<file path="config.mk">
export PLATFORM = sky130hd
export DESIGN_NAME = periph_bus_arbiter
export DESIGN_NICKNAME = d
export VERILOG_FILES = /design/src/rtl/periph_bus_arbiter_pkg.sv /design/src/rtl/periph_rr_pick.sv /design/src/rtl/periph_bus_arbiter.sv
export SDC_FILE = /design/constraint.sdc
export NUM_CORES = 1
export LEC_CHECK = 0
export ABC_AREA = 1
export BUFFER_PORTS_ARGS = -buffer_cell sky130_fd_sc_hd__buf_2
export CAP_MARGIN = 20
export CORE_AREA = 2 2 117 119
export CTS_CLUSTER_DIAMETER = 60
export CTS_CLUSTER_SIZE = 24
export DETAILED_ROUTE_END_ITERATION = 7
export DIE_AREA = 0 0 119 121
export PLACE_DENSITY = 0.81
export SLEW_MARGIN = 20
export SYNTH_ARGS = -nofsm -noshare
export SYNTH_HDL_FRONTEND = slang
export SYNTH_SLANG_ARGS = --single-unit
</file>
<file path="constraint.sdc">
create_clock -name clk -period 2.55 [get_ports clk]
set_input_delay 0.1275 -clock clk [delete_from_list [all_inputs] [get_ports clk]]
set_output_delay 0.1275 -clock clk [all_outputs]
set_load 0.05 [all_outputs]
</file>
<file path="src/rtl/periph_bus_arbiter_pkg.sv">
// Shared types for the two-master peripheral bus arbiter:
// FSM state encoding, master id type, bench-visible peripheral base.
package periph_bus_arbiter_pkg;

    typedef enum logic [1:0] {
        ST_IDLE  = 2'd0,
        ST_ISSUE = 2'd1,
        ST_CAPT  = 2'd2,
        ST_DONE  = 2'd3
    } arb_state_t;

    typedef logic mid_t;

    localparam mid_t MID_M0 = 1'b0;
    localparam mid_t MID_M1 = 1'b1;

    localparam logic [31:0] PERIPH_BASE = 32'h4000_0000;

    // Access fault for the latched direction.
    function automatic logic acc_err(
        input logic we,
        input logic r_acc,
        input logic w_acc
    );
        return we ? ~w_acc : ~r_acc;
    endfunction

endpackage

</file>
<file path="src/rtl/periph_rr_pick.sv">
// Combinational 2-way winner select. Ports: req[1:0], last (last granted
// id), any (some request), winner (id). FIXED_PRI=1 gives master 0 ties.
module periph_rr_pick #(
    parameter int FIXED_PRI = 0
) (
    input  logic [1:0] req,
    input  logic       last,
    output logic       any,
    output logic       winner
);

    import periph_bus_arbiter_pkg::*;

    logic tie_win;

    assign tie_win = (FIXED_PRI != 0) ? MID_M0 : mid_t'(~last);

    always_comb begin
        any    = |req;
        winner = MID_M0;
        unique case (1'b1)
            (req == 2'b10): winner = MID_M1;
            (req == 2'b11): winner = tie_win;
            default:        winner = MID_M0;
        endcase
    end

endmodule

</file>
<file path="src/rtl/periph_bus_arbiter.sv">
// Two-master arbiter onto a single-strobe peripheral port, fixed 4-cycle
// transactions IDLE->ISSUE->CAPT->DONE.
// Ports: clk, reset (async, active-low); per master mN_req/we/addr/wdata
// in, mN_gnt/done/rdata/err out; peripheral pr_rd/pr_wr/pr_addr/pr_wdata
// out, pr_rdata/pr_r_acc/pr_w_acc in.
// Option ARB_ERR_LOG_EN adds err_clr in, err_valid/err_addr out: a sticky
// log of the first faulting address.
module periph_bus_arbiter #(
    parameter int FIXED_PRI = 0
) (
    input  logic        reset,
    input  logic        clk,
    input  logic        m0_req,
    input  logic        m0_we,
    input  logic [31:0] m0_addr,
    input  logic [31:0] m0_wdata,
    output logic        m0_gnt,
    output logic        m0_done,
    output logic [31:0] m0_rdata,
    output logic        m0_err,
    input  logic        m1_req,
    input  logic        m1_we,
    input  logic [31:0] m1_addr,
    input  logic [31:0] m1_wdata,
    output logic        m1_gnt,
    output logic        m1_done,
    output logic [31:0] m1_rdata,
    output logic        m1_err,
`ifdef ARB_ERR_LOG_EN
    input  logic        err_clr,
    output logic        err_valid,
    output logic [31:0] err_addr,
`endif
    output logic        pr_rd,
    output logic        pr_wr,
    output logic [31:0] pr_addr,
    output logic [31:0] pr_wdata,
    input  logic [31:0] pr_rdata,
    input  logic        pr_r_acc,
    input  logic        pr_w_acc
);

    import periph_bus_arbiter_pkg::*;

    arb_state_t  state_q;
    arb_state_t  state_d;

    logic [1:0]  req_vec;
    logic        any_req;
    logic        win;
    logic        grant;

    logic        owner_q;
    logic        we_q;
    logic [31:0] addr_q;
    logic [31:0] wdata_q;
    logic        last_q;
    logic [31:0] rdata_q;
    logic        err_q;
    logic        cap_err;

    assign req_vec = {m1_req, m0_req};
    assign grant   = (state_q == ST_IDLE) && any_req;
    assign cap_err = acc_err(we_q, pr_r_acc, pr_w_acc);

    periph_rr_pick #(
        .FIXED_PRI(FIXED_PRI)
    ) u_pick (
        .req    (req_vec),
        .last   (last_q),
        .any    (any_req),
        .winner (win)
    );

    always_ff @(posedge clk or negedge reset) begin
        if (!reset) begin
            state_q <= ST_IDLE;
        end else begin
            state_q <= state_d;
        end
    end

    always_comb begin
        state_d = state_q;
        case (state_q)
            ST_IDLE:  if (any_req) state_d = ST_ISSUE;
            ST_ISSUE: state_d = ST_CAPT;
            ST_CAPT:  state_d = ST_DONE;
            ST_DONE:  state_d = ST_IDLE;
            default:  state_d = ST_IDLE;
        endcase
    end

    // Request fields are frozen at grant so masters may change them
    // freely while their transaction is in flight.
    always_ff @(posedge clk or negedge reset) begin
        if (!reset) begin
            owner_q <= MID_M0;
            we_q    <= 1'b0;
            addr_q  <= '0;
            wdata_q <= '0;
            last_q  <= MID_M1;
            rdata_q <= '0;
            err_q   <= 1'b0;
        end else begin
            if (grant) begin
                owner_q <= win;
                last_q  <= win;
                we_q    <= win ? m1_we    : m0_we;
                addr_q  <= win ? m1_addr  : m0_addr;
                wdata_q <= win ? m1_wdata : m0_wdata;
            end
            // Peripheral data is registered on its side during ISSUE,
            // so it is valid to sample in CAPT.
            if (state_q == ST_CAPT) begin
                rdata_q <= we_q ? 32'h0 : pr_rdata;
                err_q   <= cap_err;
            end
        end
    end

    always_comb begin
        m0_gnt   = 1'b0;
        m1_gnt   = 1'b0;
        m0_done  = 1'b0;
        m1_done  = 1'b0;
        m0_rdata = '0;
        m1_rdata = '0;
        m0_err   = 1'b0;
        m1_err   = 1'b0;
        pr_rd    = 1'b0;
        pr_wr    = 1'b0;
        pr_addr  = '0;
        pr_wdata = '0;
        unique case (1'b1)
            (state_q == ST_ISSUE): begin
                m0_gnt   = (owner_q == MID_M0);
                m1_gnt   = (owner_q == MID_M1);
                pr_rd    = ~we_q;
                pr_wr    = we_q;
                pr_addr  = addr_q;
                pr_wdata = wdata_q;
            end
            (state_q == ST_CAPT): begin
                m0_gnt = (owner_q == MID_M0);
                m1_gnt = (owner_q == MID_M1);
            end
            (state_q == ST_DONE): begin
                if (owner_q == MID_M0) begin
                    m0_done  = 1'b1;
                    m0_rdata = rdata_q;
                    m0_err   = err_q;
                end else begin
                    m1_done  = 1'b1;
                    m1_rdata = rdata_q;
                    m1_err   = err_q;
                end
            end
            default: begin
            end
        endcase
    end

`ifdef ARB_ERR_LOG_EN
    // Sticky first-fault log; a clear beats an error in the same cycle.
    always_ff @(posedge clk or negedge reset) begin
        if (!reset) begin
            err_valid <= 1'b0;
            err_addr  <= '0;
        end else if (err_clr) begin
            err_valid <= 1'b0;
            err_addr  <= '0;
        end else if ((state_q == ST_CAPT) && cap_err && !err_valid) begin
            err_valid <= 1'b1;
            err_addr  <= addr_q;
        end
    end
`endif

endmodule

</file>
==> flow_summary.yaml <==
status:
  status: "finished clean"
placed_design:
  place_hpwl_mm: 12.5
  place_congestion: 0.832
  dp_slack_ns: 0.567
  port_buffers: 303
sta:
  rsz0062_at_grt: "no"
  report.final.slew_viol_count: 0
  holdWs_ns: 0.0237
  setup_viol: 0
  timing.final.crit_share: 0.843
  relSlewSlack: 0.282
  period_minus_slack_ns: 2.15
  tightest_slew_ns: 1.08
  max_freq_ghz: 0.465
  skew_ns: 0.00690
  worst_slack_ns: 0.400
  hold_violations: 0
  setup-tns-final_ns: 0
yosys:
  syn_area_per_cell_um2: 6.42
  synth_nets: 1119
  ys_warn_count: 0
  ys_seq_area_frac: 0.420
  synth_cell_types: 14
  synth-seq-cells: 102
  syn_inst: 946
  synth_area_um2: 6070
routing:
  routedWlPerCell_um: 12.1
  drtIter0Drc: 304
  totalWireLength_mm: 16.9
  met3WireLength_mm: 1.08
  highest_layer: "met4"
  dr_wl_met2_mm: 8.33
  antenna_left: 0
  drc: 0
  num_vias: 6426
  viasPerCell: 4.60
  met1_length_mm: 7.07
  dr.pass1.iters: 5
floorplan:
  chipHeight_um: 121
  die-area_um2: 14400
  num_io_pins: 304
  design.core.area_um2: 13100
  dieWidth_um: 119
  row_count: 42
  initial_utilization: 0.464
power_and_ir_drop:
  p_per_area_nw_per_um2: 1190
  vdd_drop_max_mv: 0.569
  p_total_mw: 9.53
  p_leak_nw: 5.48
layout:
  nets: 1387
  synthToLayoutAreaGrowth_pct: 31.8
  fin_util: 0.612
  layout_commonest_cell: "buf_2"
  drive_gt1_frac: 0.276
  final_cell_mix: "buf_2 (302), nand2_1 (269), inv_1 (238)"
clocking:
  cts_buffers: 9
  clk_latency_ns: 0.34
  clock-sinks: 102
  root_buffer: "clkbuf_16"
  cts_resized: 0
  clock_path_buffers: 2
  cts_tree: "built"
  htree_levels: 3
  cts.clk_slew.worst_paths_ns: 0.07
grt:
  grt_pass1_vias: 5698
  grt_antenna_before_repair: 1
  grt_overflow: 0
  grt_pass1_wl_mm: 26.5
  grt_usage: 0.231
  grt_max_degree: 67
worst_setup_path:
  timing_worst_setup_path_type: "reg -> out"
  cp.arrival_ns: 2.02
  crit_path_end_kind: "output port"
  worstPathRequired_ns: 2.42
  crit_fanout: 52
  start_kind: "flip-flop"
hold_path:
  hold_path_class: "in -> reg"
run:
  cap_viol_max_count: 0
==> repair_timing <==
action / CTS / global route
endpoints found under the hold margin: 46 / 0
hold buffers: 1 / 0
setup buffers: 0 / 0
==> registers in the layout (all words and copies together), names as in the netlist <==
register	flops
state_q	2
wdata_q	32
err_q	1
rdata_q	32
we_q	1
addr_q	32
owner_q	1
last_q	1
==> routing by layer <==
metal  up-vias  global-route usage
met5         -                   0
met4         0              0.0945
met3        34              0.0399
met2       253               0.409
met1      2847               0.278
li1       3292                   -
==> critical path: stages (launching register included) <==
cell     delay, ns
dfrtp_1       0.40
inv_1         0.13
ha_2          0.40
buf_12        0.28
nand2_1       0.12
inv_1         0.07
buf_2         0.25
==> final cells by class <==
type	count	area [um2]
Inverter	239	897
Clock inverter	6	68.8
Fill cell	1279	5080
Clock buffer	10	239
Tap cell	176	220
Antenna cell	1	2.50
Timing Repair Buffer	315	1660
Sequential cell	102	2550
Multi-Input combinational cell	547	2370
==> synthesized netlist by cell type <==
| cell type | n | area (um2) |
|---|---|---|
| buf_1 | 5 | 18.8 |
| buf_2 | 26 | 130 |
| buf_4 | 6 | 45.0 |
| clkbuf_1 | 21 | 78.8 |
| dfrtp_1 | 101 | 2530 |
| dfstp_2 | 1 | 26.3 |
| ha_1 | 5 | 62.6 |
| inv_1 | 238 | 893 |
| inv_2 | 1 | 3.75 |
| nand2_1 | 271 | 1020 |
| nand3_1 | 164 | 821 |
| nor2_1 | 69 | 259 |
| nor2_2 | 1 | 6.26 |
| o21ai_0 | 37 | 185 |
==> cell families after synthesis <==
kind of cell / synth area share
flip-flops: 0.420
adder cells (fa/ha/maj): 0.0103
AO/OA/AOI/OAI: 0.0305
buffers and inverters: 0.193
AND/OR/NAND/NOR: 0.346
==> through the flow <==
step | area [um2] | cells
after floorplan | 6070 | 946
after global placement | 7690 | 1378
after detailed placement | 7690 | 1378
after CTS | 8010 | 1395
after global routing | 8010 | 1395
final | 8010 | 1396
==> report_power, final <==
group	leakage, nW	total (mW)	internal, mW	switching, mW
clock	0.149	1.40	0.795	0.607
combinational	4.06	5.36	1.32	4.04
sequential	1.26	2.77	2.40	0.368
==> worst paths after layout <==
check | start | end | slack [ns] | depth (start not counted)
max reg2reg | state_q[0] | addr_q[21] | 0.54 | 7
min reg2reg | last_q | last_q | 0.48 | 2
min | pr_rdata[24] | rdata_q[24] | 0.02 | 3
max | state_q[1] | pr_addr[8] | 0.40 | 6
min in group asynchronous | reset | addr_q[7] | 0.33 | 2
max in group asynchronous | reset | last_q | 1.46 | 3
Note: power is estimated with default switching activity, not from simulation.
